### src/rtl/alu_unit.sv
// alu_unit: single-issue integer execution unit behind the reservation station.
// Accepts one operation per handshake. It computes most operations in a single
// cycle. Shifts are done iteratively, moving at most SHIFT_STEP bit positions
// per cycle. The result is held on the broadcast port until the common data
// bus grants it.
//
// Ports
//   clk_in        system clock, rising edge
//   rst_in        asynchronous reset, active low
//   rdy_in        global stall; low freezes every register
//   clear_signal  misprediction flush (returns to IDLE, drops the result)
//   issue_valid   RS presents opcode/lhs/rhs/rd_tag
//   opcode        4-bit operation code
//   lhs, rhs      operands; shifts use rhs[4:0] as the distance
//   rd_tag        destination ROB tag
//   ready         unit can take an operation this cycle (combinational)
//   done          result valid on value/tag
//   value, tag    broadcast result and its ROB tag
//   cdb_grant     bus takes the presented result this cycle
//
// state | meaning
// IDLE  | nothing held; ready
// SHIFT | iterative shift in progress; rem_q bit positions still to go
// HOLD  | result on the port with done=1; waiting for cdb_grant

module alu_unit #(
  parameter int ROB_WIDTH  = 4,
  parameter int SHIFT_STEP = 8
) (
  input  logic                 clk_in,
  input  logic                 rst_in,
  input  logic                 rdy_in,
  input  logic                 clear_signal,
  input  logic                 issue_valid,
  input  logic [3:0]           opcode,
  input  logic [31:0]          lhs,
  input  logic [31:0]          rhs,
  input  logic [ROB_WIDTH-1:0] rd_tag,
  output logic                 ready,
  output logic                 done,
  output logic [31:0]          value,
  output logic [ROB_WIDTH-1:0] tag,
  input  logic                 cdb_grant
);

  typedef enum logic [1:0] {
    S_IDLE  = 2'd0,
    S_SHIFT = 2'd1,
    S_HOLD  = 2'd2
  } state_e;

  typedef enum logic [3:0] {
    OP_ADD  = 4'd0,
    OP_SUB  = 4'd1,
    OP_SLL  = 4'd2,
    OP_SLT  = 4'd3,
    OP_SLTU = 4'd4,
    OP_XOR  = 4'd5,
    OP_SRL  = 4'd6,
    OP_SRA  = 4'd7,
    OP_OR   = 4'd8,
    OP_AND  = 4'd9,
    OP_EQ   = 4'd10,
    OP_NE   = 4'd11,
    OP_LT   = 4'd12,
    OP_GE   = 4'd13,
    OP_LTU  = 4'd14,
    OP_GEU  = 4'd15
  } op_e;

  localparam logic [5:0] STEP_MAX = 6'(SHIFT_STEP);

  state_e               state_q;
  logic [31:0]          value_q;
  logic [ROB_WIDTH-1:0] tag_q;
  logic                 done_q;
  logic [4:0]           rem_q;
  op_e                  kind_q;

  logic        accept;
  logic        is_shift;
  logic [4:0]  shamt;
  logic [31:0] alu_res;
  logic        lt_s;
  logic        lt_u;
  logic        eq;
  logic [5:0]  rem_ext;
  logic [5:0]  step;
  logic [31:0] shift_val_d;
  logic [4:0]  rem_d;

  assign ready  = (state_q == S_IDLE) | ((state_q == S_HOLD) & cdb_grant);
  assign accept = rdy_in & issue_valid & ready & ~clear_signal;

  assign done  = done_q;
  assign value = value_q;
  assign tag   = tag_q;

  assign shamt    = rhs[4:0];
  assign is_shift = (opcode == OP_SLL) | (opcode == OP_SRL) | (opcode == OP_SRA);

  assign lt_s = $signed(lhs) < $signed(rhs);
  assign lt_u = lhs < rhs;
  assign eq   = lhs == rhs;

  // Single-cycle result; shift opcodes never use this path.
  always_comb begin
    alu_res = '0;
    case (op_e'(opcode))
      OP_ADD:  alu_res = lhs + rhs;
      OP_SUB:  alu_res = lhs - rhs;
      OP_SLT:  alu_res = {31'd0, lt_s};
      OP_SLTU: alu_res = {31'd0, lt_u};
      OP_XOR:  alu_res = lhs ^ rhs;
      OP_OR:   alu_res = lhs | rhs;
      OP_AND:  alu_res = lhs & rhs;
      OP_EQ:   alu_res = {31'd0, eq};
      OP_NE:   alu_res = {31'd0, ~eq};
      OP_LT:   alu_res = {31'd0, lt_s};
      OP_GE:   alu_res = {31'd0, ~lt_s};
      OP_LTU:  alu_res = {31'd0, lt_u};
      OP_GEU:  alu_res = {31'd0, ~lt_u};
      default: alu_res = '0;
    endcase
  end

  // One shift iteration: move by min(remaining, SHIFT_STEP).
  always_comb begin
    rem_ext = {1'b0, rem_q};
    step    = (rem_ext < STEP_MAX) ? rem_ext : STEP_MAX;
    rem_d   = rem_q - step[4:0];
    case (kind_q)
      OP_SRL:  shift_val_d = value_q >> step;
      OP_SRA:  shift_val_d = 32'($signed(value_q) >>> step);
      default: shift_val_d = value_q << step;
    endcase
  end

  always_ff @(posedge clk_in or negedge rst_in) begin
    if (!rst_in) begin
      state_q <= S_IDLE;
      value_q <= '0;
      tag_q   <= '0;
      done_q  <= 1'b0;
      rem_q   <= '0;
      kind_q  <= OP_SLL;
    end else if (rdy_in) begin
      if (clear_signal) begin
        state_q <= S_IDLE;
        done_q  <= 1'b0;
      end else if (accept) begin
        // accept is only possible from IDLE or from HOLD being granted,
        // so it covers the back-to-back case as well.
        tag_q <= rd_tag;
        if (!is_shift) begin
          value_q <= alu_res;
          done_q  <= 1'b1;
          state_q <= S_HOLD;
        end else if (shamt == 5'd0) begin
          value_q <= lhs;
          done_q  <= 1'b1;
          state_q <= S_HOLD;
        end else begin
          value_q <= lhs;
          rem_q   <= shamt;
          kind_q  <= op_e'(opcode);
          done_q  <= 1'b0;
          state_q <= S_SHIFT;
        end
      end else begin
        case (state_q)
          S_SHIFT: begin
            value_q <= shift_val_d;
            rem_q   <= rem_d;
            if (rem_d == 5'd0) begin
              done_q  <= 1'b1;
              state_q <= S_HOLD;
            end
          end
          S_HOLD: begin
            if (cdb_grant) begin
              done_q  <= 1'b0;
              state_q <= S_IDLE;
            end
          end
          default: ;
        endcase
      end
    end
  end

endmodule

### config.mk
export PLATFORM = sky130hd
export DESIGN_NAME = alu_unit
export DESIGN_NICKNAME = d
export VERILOG_FILES = /design/src/rtl/alu_unit.sv
export SDC_FILE = /design/constraint.sdc
export NUM_CORES = 1
export LEC_CHECK = 0
export ABC_AREA = 1
export BUFFER_PORTS_ARGS = -buffer_cell sky130_fd_sc_hd__buf_2
export CAP_MARGIN = 20
export CORE_ASPECT_RATIO = 0.5
export CORE_UTILIZATION = 46
export CTS_CLUSTER_DIAMETER = 200
export DETAILED_ROUTE_END_ITERATION = 8
export GPL_ROUTABILITY_DRIVEN = 1
export PLACE_DENSITY = 0.65
export SYNTH_ARGS = -nofsm -noshare
export SYNTH_HDL_FRONTEND = slang
export SYNTH_SLANG_ARGS = --single-unit
### constraint.sdc
create_clock -name clk_in -period 2.1 [get_ports clk_in]
set_input_delay 0.105 -clock clk_in [delete_from_list [all_inputs] [get_ports clk_in]]
set_output_delay 0.105 -clock clk_in [all_outputs]
set_load 0.01 [all_outputs]
After elaboration in Yosys (flattened, before gate mapping):

Cells that the tools add are included.

* magnitude comparators: 3
* bitwise gates (word level): 15
* $add $sub $neg: 3
* muxes and demuxes: 24
* multipliers: 0
* divide/modulo/power cells: 0
* equality and inequality tests: 24
* shifts and indexed selects: 3
* reductions and logical operators: 13

Operators by type and width (number)
* $pmux W32 S11: 1
* $mux W32: 3
* $lt A32 B32 Y1: 2
* $pmux W32 S2: 1
* $add A32 B32 Y32: 1
* $and A32 B32 Y32: 1
* $eq A32 B32 Y1: 1
* $eq A4 B4 Y1 const B: 8
* $or A32 B32 Y32: 1
* $shl A32 B5 Y32: 1
* $shr A32 B5 Y32: 1
* $sshr A32 B5 Y32: 1
* $sub A32 B32 Y32: 1
* $xor A32 B32 Y32: 1
* $mux W5: 5
* $eq A4 B3 Y1 const B: 6
* $mux W2: 6
* $logic_not A5 Y1: 2
* $reduce_and A5 Y1: 2
* $eq A4 B2 Y1 const B: 2
* $ne A4 B4 Y1 const B: 2
* $mux W1: 6
* $reduce_and A3 Y1: 2
* $lt A5 B4 Y1 const B: 1
* 17 further kinds: 27

* bits in read-only memories: 0
* input port bits: 78
* output and inout bits: 38
* bits in registers: 48
* latch bits: 0
* memory bits (writable): 0
* memories: 0
* word-level logic and storage cells: 91

Depth between registers and ports, before layout:

Gate-level depths: netlist of run 1.

* depth in word-level cells: 8
* depth in mapped cells: 18

Worst setup path before layout of run 1:

Ideal clock, no wire load.

* path type: flip-flop to flip-flop
* start point: reg state_q[1]
* end point: reg value_q[3], in the netlist value[3]
* path buffers: 2
* arrival time: 1.952 ns
* library setup time: 0.087 ns
* clock period less this slack: 2.039 ns
* cell stages (with the launch flop): 13
* data required time: 2.013 ns
* setup slack: 0.061 ns
* cells stage by stage: dfrtp_1 inv_1 ha_1 a21o_1 nand2_1 inv_1 o211ai_2 inv_1 buf_2 clkbuf_1 o21ai_0 a21oi_1 a22oi_1

* longest elaborated chain between the ends: 7

RTL lines
* from (decl): RTL line 73 `state_e state_q;`
* from (signal assigned): RTL line 141 `state_q <= S_IDLE;`
* from (signal assigned): RTL line 149 `state_q <= S_IDLE;`
* from (signal assigned): RTL line 158 `state_q <= S_HOLD;`
* $eq A2 B2 Y1: RTL line 92 `assign ready = (state_q == S_IDLE) | ((state_q == S_HOLD) & cdb_grant);`
* $and A1 B1 Y1: RTL line 92
* $or A1 B1 Y1 (*): RTL line 92
* via ready: RTL line 39 `output logic ready,`
* $and A1 B1 Y1 (*) (2 in series): RTL line 93 `assign accept = rdy_in & issue_valid & ready & ~clear_signal;`
* $reduce_bool A2 Y1 (no source line)
* $reduce_and A3 Y1 (no source line)
* to (signal assigned): RTL line 156 `value_q <= alu_res;`
* to (signal assigned): RTL line 160 `value_q <= lhs;`
* to (signal assigned): RTL line 164 `value_q <= lhs;`
* to (decl): RTL line 74 `logic [31:0] value_q;`

The timed path passes the listed nets; every way through them passes the cells marked *.
A chain may end at the register's enable or synchronous reset.

Worst setup path after layout of run 1:

* start point: reg rem_q[4]
* end point: reg value_q[14], in the netlist value[14]

* longest elaborated chain between the ends: 6

RTL lines
* from (decl): RTL line 77 `logic [4:0] rem_q;`
* from (signal assigned): RTL line 165 `rem_q <= shamt;`
* from (signal assigned): RTL line 174 `rem_q <= rem_d;`
* $lt A5 B4 Y1: RTL line 130 `step = (rem_ext < STEP_MAX) ? rem_ext : STEP_MAX;`
* $mux W5 (*): RTL line 130
* $shl A32 B5 Y32 (tied with other cells): RTL line 135 `default: shift_val_d = value_q << step;`
* $pmux W32 S2 (*): RTL line 132 `case (kind_q)`
* $mux W32 (*): RTL line 171 `case (state_q)`
* $mux W32 (*): RTL line 151 `end else if (accept) begin`
* to (signal assigned): RTL line 156
* to (signal assigned): RTL line 160
* to (signal assigned): RTL line 173 `value_q <= shift_val_d;`

Mark *: on every way between the ends. The rest lies on a longest branch, timed or not. The select of a mux whose other input is x is not followed.

==> results of run 1 <==
-- sequential cells by signal, indices dropped and copies added (netlist names) --
signal / cells
tag: 4
value: 32
state_q: 2
rem_q: 5
kind_q: 4
-- worst max path at each step --
stage | slack (ns) | cells past startpoint | startpoint | endpoint
after floorplan | 0.06 | 12 | state_q[1] | value[3]
after global placement | -0.26 | 18 | lhs[0] | value[0]
after detailed placement | -0.25 | 18 | lhs[7] | value[0]
after CTS | -0.01 | 13 | rem_q[3] | value[22]
after global routing | -0.17 | 15 | rem_q[4] | value[7]
final | -0.06 | 14 | rem_q[4] | value[14]
-- layout make-up --
cell class / count / area, sq um
clock inverters: 2 / 16.3
repair buffers: 489 / 3720
clock buffers: 6 / 139
fillers: 2514 / 8900
flip-flops and latches: 47 / 1180
inverters: 333 / 1260
diodes: 1 / 2.50
multi-input cells: 1752 / 9690
well taps: 344 / 430
-- power groups by stage --
stage | Clock (mW) | Sequential [mW] | Combinational [mW]
floorplan | 0 | 1.88 | 7.81
global placement | 0 | 1.91 | 13.2
detailed placement | 0 | 1.93 | 13.2
CTS | 0.836 | 1.91 | 13.5
global route | 0.865 | 2.00 | 17.0
finish | 0.837 | 1.98 | 15.9
-- per-layer routing --
| metal | part of all wire | wire (microns) | track usage | vias to the layer above |
|---|---|---|---|---|
| li1 | - | - | - | 8001 |
| met3 | 0.13 | 7460 | 0.0851 | 86 |
| met5 | 0 | 0 | 0 | - |
| met4 | 0.020 | 1130 | 0.0768 | 0 |
| met2 | 0.40 | 22400 | 0.602 | 943 |
| met1 | 0.44 | 24800 | 0.587 | 7652 |
-- per-stage QoR --
step | area [sq um] | cells | utilization | setup WS, ns | hold WS, ns
6_report | 16400 | 2974 | 0.649 | -0.0627 | 0.00599
5_1_grt | 16400 | 2973 | 0.649 | -0.169 | 0.00960
4_1_cts | 15600 | 2962 | 0.615 | -0.0126 | 0.00675
3_5_place_dp | 15300 | 2948 | 0.604 | -0.252 | 0.240
3_3_place_gp | 15300 | 2948 | 0.604 | -0.259 | 0.229
2_1_floorplan | 11900 | 2231 | - | 0.0613 | -0.191
-- cell families after synthesis --
logic type / after synthesis
other cells: 1
xor+xnor: 1
compound gates: 392
simple gates: 1239
flops: 47
fa+ha+maj: 119
buf+inv: 432
-- synth_stat cells (4+ instances only) --
master and n:
sky130_fd_sc_hd__a21oi_1 136, sky130_fd_sc_hd__a221oi_1 9, sky130_fd_sc_hd__dfrtp_1 46, sky130_fd_sc_hd__ha_1 117, sky130_fd_sc_hd__buf_1 5, sky130_fd_sc_hd__o21ai_0 109, sky130_fd_sc_hd__o21bai_1 12, sky130_fd_sc_hd__nor2_4 5
sky130_fd_sc_hd__nor3_1 21, sky130_fd_sc_hd__clkbuf_1 32, sky130_fd_sc_hd__nand3b_1 6, sky130_fd_sc_hd__nor2_1 196, sky130_fd_sc_hd__o211ai_2 6, sky130_fd_sc_hd__nand3_1 274, sky130_fd_sc_hd__o21ai_2 4, sky130_fd_sc_hd__inv_2 6
sky130_fd_sc_hd__inv_1 326, sky130_fd_sc_hd__buf_6 9, sky130_fd_sc_hd__and2_1 4, sky130_fd_sc_hd__o22ai_1 22, sky130_fd_sc_hd__o21ai_1 40, sky130_fd_sc_hd__a22oi_1 5, sky130_fd_sc_hd__nand2_1 699, sky130_fd_sc_hd__a21boi_0 5
sky130_fd_sc_hd__nand4_1 19, sky130_fd_sc_hd__buf_2 48, sky130_fd_sc_hd__o211ai_1 26
-- timing repair --
action / 4_1_cts / 5_1_grt
gates cloned: 0 / 4
resized for setup: 18 / 201
buffers inserted: 5 / 7
pin swaps: 6 / 70
endpoints found under the hold margin: 46 / 0
hold buffers: 1 / 0
endpoints found under the setup margin: 12 / 34
-- worst max-delay path, stage by stage (launching register included) --
cell and delay (ns):
sky130_fd_sc_hd__dfrtp_1 0.43, sky130_fd_sc_hd__inv_2 0.13, sky130_fd_sc_hd__nand2_8 0.09, sky130_fd_sc_hd__nor2_4 0.14, sky130_fd_sc_hd__buf_6 0.13, sky130_fd_sc_hd__buf_12 0.13
sky130_fd_sc_hd__nand2_4 0.06, sky130_fd_sc_hd__nand3_4 0.06, sky130_fd_sc_hd__nand2_2 0.07, sky130_fd_sc_hd__o211ai_1 0.34, sky130_fd_sc_hd__nand2_1 0.12, sky130_fd_sc_hd__nor2_1 0.10
sky130_fd_sc_hd__nor2_1 0.06, sky130_fd_sc_hd__nor2_1 0.11, sky130_fd_sc_hd__a21oi_1 0.07
==> results.txt, run 1 <==
The flow ran to the end, but the final reports show violations. The checks that failed: negative setup slack. The count of warnings emitted by yosys came out at 0.

The worst hold path begins at rd_tag[0]. The summed instance area of the synthesized netlist came out at 0.0119 sq mm. In this run, CTS created clock tree buffers numbering 5.

The detailed router finished its first iteration with 2220 violations. By area the synthesized netlist is led by sky130_fd_sc_hd__nand2_1 (22%), sky130_fd_sc_hd__ha_1 (12%), sky130_fd_sc_hd__nand3_1 (11%). The share of synthesized area in the top cell type comes to 0.220. The critical path required time is 2.28 ns. The summed negative setup slack over all endpoints is -0.188 ns. After synthesis, the largest family of logic cells by area is simple AND/OR/NAND/NOR gates. The number of endpoints failing setup at the final stage is 7. After layout, the worst setup slack is -0.0627 ns. The final number of hold-violating endpoints is 0. The floorplan die area is 0.0266 sq mm. Clock tree synthesis selected as its root buffer the cell sky130_fd_sc_hd__clkbuf_16. In this run the deepest clock path goes through 2 buffers. The source-to-sink clock delay at the later pin of the worst-skew pair came out at 0.29 ns. The path class of the lowest-slack min-delay path is input pin to register.

The worst-case IR drop observed on VDD is 744 uV. Of the total synthesized cell area, the portion taken by XOR and XNOR cells is 0.000734. The share of cells above drive strength 1 came out at 0.264. The maximum fanout count along the critical path came out at 6. The area of the core came out at 0.0253 sq mm. STA classifies the critical path endpoint as a register.

The synthesized netlist cell count came out at 2231. The share of total power dissipated in combinational logic is 0.849. The setup clock skew after layout is 0.00276 ns. Synthesis produced a netlist with a net count of 2428. Across all layers, the routed design uses 16700 vias. Summed over all instances, the cell type with the most area after synthesis is sky130_fd_sc_hd__nand2_1. The number of slew-limit violations in the final report is 0. The simple-gate share of the synthesized area came out at 0.437. The count of port buffers added during placement is 115. The total global routing track utilization came out at 0.401. The pin count of the biggest net entering global routing is 48.

Across all register-to-register paths, the minimum setup slack is -0.06 ns. The total detailed-routing wirelength is 55800 microns. The TritonCTS clock tree is built. Summed over all nets, the switching power comes to 11.0 mW.

The endpoint identified for the worst register-to-register timing path is value[14]. The cell internal power dissipation is 7.72 mW. The number of distinct library cells after synthesis is 54. The average wire length per cell after detail routing is 18.8 microns. After clock tree synthesis, the clock-pin slew on the worst setup and hold paths is 0.07 ns. The number of levels the H-tree was split into is 2.

The post-synthesis sequential element count is 47. The max-capacitance violation count is 0. The first-pass GRT wire length came out at 82300 microns. The cell depth of the worst min-delay path is 3.

Of the post-synthesis cell area, the part taken by muxes is 0. The top-level port count came out at 116. For this run, the top clock speed supported by timing is 0.462 GHz. Of the synthesized area, sequential elements account for 0.0987. The synthesized area per cell is 5.35 sq um. The total power per unit cell area is 1140 mW/mm^2.

The post-synthesis share of cell area spent on full adders, half adders and majority gates came out at 0.126. The DRC violations left came out at 0. The final weighted congestion in routability-driven placement came out at 1.08. The post-detailed-route via-to-cell ratio came out at 5.61.

The first detailed-routing pass took 8 iterations. The number of sinks driven by the clock tree came out at 47. Relative to the synthesized area, the layout overhead comes to 37.8%.

The share of total power in sequential cells is 0.106. The initial utilization of the core area, before any placement, comes to 0.471. The number of routed nets with antenna violations is 0. The share of flip-flops with an asynchronous set or reset is 1.00. The total overflow reported by the global router came out at 0.

The clock group share of total power came out at 0.045. The worst setup path is launched from a register. The post-synthesis compound-gate area fraction is 0.189. The placed wire-length estimate after detailed placement came out at 46000 microns. The leakage component of the power is 9.06 nW. For the pin with the worst max-slew slack, the measured transition is 0.666 ns. The ratio of final minimum period to clock period came out at 1.03. Setup repair after global routing could not meet its margin everywhere.

Among all flip-flop cells after synthesis, the most frequent one is sky130_fd_sc_hd__dfrtp_1. The start-to-end type of the worst setup path is register to register. The die is 230 microns wide.

The worst-case reg-to-reg path depth is 14. The fraction of power spent switching nets came out at 0.588. The initial antenna violation count is 2.

Measured against its own limit, the worst slew margin works out to 0.551. The number of cell rows is 41. In the layout the commonest cells are sky130_fd_sc_hd__nand2_1 (656), sky130_fd_sc_hd__buf_4 (340), sky130_fd_sc_hd__inv_1 (322), sky130_fd_sc_hd__nand3_1 (233), sky130_fd_sc_hd__nor2_1 (182). The number of enable flip-flop cells after synthesis came out at 0. The design draws 18.7 mW. The final net count came out at 2825. The endpoint of the worst hold path is tag[0]. In this run the critical register-to-register path is launched from rem_q[4]. The final critical delay including setup and external delays came out at 2.16 ns. STA puts the critical path data arrival time at 2.34 ns. The vertical die dimension is 116 microns.

The commonest non-fill, non-tap cell in the layout is sky130_fd_sc_hd__nand2_1. The number of global-route vias before repair came out at 14700.
(Power assumes the default switching activity.)
==> run 2: changes to the inputs <==
--- a/config.mk
+++ b/config.mk
@@ -14,6 +14,7 @@
 export DETAILED_ROUTE_END_ITERATION = 8
 export GPL_ROUTABILITY_DRIVEN = 1
 export PLACE_DENSITY = 0.65
+export SKIP_LAST_GASP = 1
 export SYNTH_ARGS = -nofsm -noshare
 export SYNTH_HDL_FRONTEND = slang
 export SYNTH_SLANG_ARGS = --single-unit
==> results.txt, run 2 (synthesized netlist as in run 1, its figures left out) <==
The fraction of the core area covered by cells at the end of the flow is 0.647 (-0.00133). The critical path required time is 2.28 ns (about the same). The maximum fanout count along the critical path is 7 (+1).

The worst setup path is launched from a register. The setup clock skew after layout is 0.00373 ns (+0.000970 ns). The total overflow reported by the global router came to 0 (unchanged). The flow ran to the end, but the final reports show violations. The ratio of final minimum period to clock period was 1.02 (-0.00959). The DRC violations left is 0 (unchanged). The total power per unit cell area came out at 1140 mW/mm^2 (-0.22%). The max-capacitance violation count came out at 0 (unchanged). The combinational share of power is 0.848 (about the same). The number of filler instances in the final layout came to 2533 (+0.76%). TritonCTS built the clock tree. The total global routing track utilization came out at 0.401 (unchanged). The maximum achievable frequency is 0.467 GHz (+0.94%). The top-level port count is 116 (unchanged). The final net count came out at 2826 (+0.035%). The headroom to the max-slew limit came out at 0.549 (-0.00159). The number of levels the H-tree was split into was 2 (unchanged). In the layout the commonest cells are sky130_fd_sc_hd__nand2_1 (656), sky130_fd_sc_hd__buf_4 (341), sky130_fd_sc_hd__inv_1 (324), sky130_fd_sc_hd__nand3_1 (239), sky130_fd_sc_hd__nor2_1 (182). The first-pass iteration count of the detailed router came out at 8 (unchanged).

The cell depth of the worst min-delay path came out at 3 (unchanged). The count of port buffers added during placement is 115 (unchanged). The area used by sequential logic in the layout is 0.00118 sq mm (unchanged). The checks that failed: negative setup slack.

The worst-case reg-to-reg path depth is 12 (-2). The clock group share of total power is 0.045 (about the same). The average wire length per cell after detail routing is 18.8 microns (about the same). The initial core utilization came to 0.471 (unchanged). The share of cells above drive strength 1 is 0.261 (-0.00314). The final worst slack was -0.0426 ns (+0.0201 ns). Leaving out fill and tap cells, the most frequent cell in the layout is sky130_fd_sc_hd__nand2_1. The cell internal power dissipation is 7.69 mW (-0.28%). The path class of the tightest hold or removal check is input pin to register. The clock-pin transition on the worst setup and hold timing paths came out at 0.07 ns (about the same). The number of routed nets with antenna violations came out at 0 (unchanged).

The total detailed-routing wirelength came to 55800 microns (about the same). The detailed-route via count came to 16700 (+0.072%). The pin count of the biggest net entering global routing was 48 (unchanged).

The number of sinks driven by the clock tree is 47 (unchanged). The actual slew at the worst max-slew pin is 0.669 ns (+0.00236 ns). The share of total power in sequential cells is 0.107 (about the same).

The maximum count of clock buffers along a single path is 2 (unchanged). The data arrival time of the critical path came to 2.32 ns (-0.02 ns). The violation count after the first detailed-route iteration is 2179 (-1.8%). The source-to-sink clock delay at the later pin of the worst-skew pair came out at 0.29 ns (about the same). The leakage component of the power came to 9.05 nW (about the same). The placed wire-length estimate after detailed placement is 46000 microns (unchanged).

The logic depth of the worst path, buffers included is 12 (-2). The kind of end point of the critical path is a register. The cell with the most instances on the worst path is sky130_fd_sc_hd__a21oi_2. The post-layout total power came out at 18.6 mW (-0.42%). The switching power summed over all nets is 10.9 mW (-0.52%).

The number of global-route vias before repair came out at 14700 (unchanged). The flip-flop count of the largest register after layout is 32 (unchanged). The clock buffer count from CTS is 5 (unchanged). The die span in x was 230 microns (unchanged). The area of the core came out at 0.0253 sq mm (unchanged). The area of the multi-input gates is 0.00965 sq mm (-0.46%). The vertical die dimension came out at 116 microns (unchanged).

The peak supply drop is 733 uV (-1.5%). The final critical delay including setup and external delays came out at 2.14 ns (-0.0201 ns). The count of buffering cells on the critical path with inverters included came out at 4 (+1). The first-pass GRT wire length is 82300 microns (unchanged). Walking the worst path, the cells encountered are inv_2 -> nand2_8 -> nor2_8 -> buf_6 -> buf_12 -> o211ai_2 -> o21ai_1 -> buf_4 -> o21ai_2 -> nand3b_1 -> a21oi_2 -> a21oi_2.

The number of cell rows was 41 (unchanged). The number of slew-limit violations in the final report came out at 0 (unchanged). The final weighted congestion in routability-driven placement is 1.08 (unchanged). The number of endpoints failing setup at the final stage came out at 9 (+2).

The floorplan die area is 0.0266 sq mm (unchanged). Broken down by cell family, the worst path's largest delay share belongs to buffers and inverters. Setup repair after global routing could not meet its margin everywhere. Clock tree synthesis selected as its root buffer the cell sky130_fd_sc_hd__clkbuf_16. The final number of hold-violating endpoints came to 0 (unchanged). The delay of the slowest cell on the worst path came to 0.43 ns (about the same). The area growth from synthesis to final layout is 37.6%. The initial antenna violation count is 2 (unchanged). The post-detailed-route via-to-cell ratio is 5.61 (about the same).

The start-to-end type of the worst setup path is register to register. The largest individual stage delay along the critical path comes from the cell sky130_fd_sc_hd__dfrtp_1. The fraction of power spent switching nets came out at 0.587 (about the same).
run 2: worst paths after layout:
path | from | endpoint | slack (ns)
worst max-delay path | rem_q[4] | value[28] | -0.04
worst min-delay path | rd_tag[0] | tag[0] | 0.007
worst max register to register | rem_q[4] | value[28] | -0.04
worst min register to register | tag[0] | tag[0] | 0.47
max in group asynchronous | rst_in | rem_q[3] | 1.19
min in group asynchronous | rst_in | state_q[1] | 0.45
run 2: final cells by class:
class,count,share of cell area
multi-input combinational,1752,0.588
timing repair buffer,490,0.227
inverter,333,0.0771
sequential,47,0.0718
tap,344,0.0262
clock buffer,6,0.00846
clock inverter,2,0.000991
antenna,1,0.000153
run 2: per-stage QoR:
stage / instance area [sq um] / setup TNS [ns] / setup WS [ns] / hold WS [ns] / std cells
6_report: 16400 / -0.240 / -0.0426 / 0.00708 / 2975
5_1_grt: 16400 / -2.51 / -0.165 / 0.00960 / 2974
4_1_cts: 15600 / -0.0298 / -0.0126 / 0.00675 / 2962
3_5_place_dp: 15300 / -3.20 / -0.252 / 0.240 / 2948
3_3_place_gp: 15300 / -2.96 / -0.259 / 0.229 / 2948
2_1_floorplan: 11900 / 0 / 0.0613 / -0.191 / 2231
run 2: power groups by stage:
stage / clock network [mW] / registers (mW) / logic [mW]
after floorplan: 0 / 1.88 / 7.81
after global routing: 0.865 / 2.00 / 16.9
final: 0.832 / 1.99 / 15.8
after detailed placement: 0 / 1.93 / 13.2
after global placement: 0 / 1.91 / 13.2
after CTS: 0.836 / 1.91 / 13.5
run 2: metal layers:
metal | share of wire | vias to the layer above | global-route usage | routed length (microns)
met5 | 0 | - | 0 | 0
met4 | 0.023 | 0 | 0.0768 | 1260
met3 | 0.14 | 105 | 0.0851 | 7590
met2 | 0.40 | 970 | 0.602 | 22400
met1 | 0.44 | 7619 | 0.587 | 24600
li1 | - | 8000 | - | -
run 2: worst register-to-register path: cells and delay by family (launching register included):
family / cells / cell delay [ns]
AND/OR/NAND/NOR: 3 / 0.53
AO/OA/AOI/OAI: 5 / 0.50
buffers and inverters: 4 / 0.58
flip-flops: 1 / 0.43
run 2: timing repair:
item                       in CTS  in global routing
setup buffers                   5                  8
cloned                          0                  4
hold endpoints to repair       46                  0
setup endpoints to repair      12                 34
hold buffers                    1                  0
pin swaps                       5                 58
resized for setup              16                193
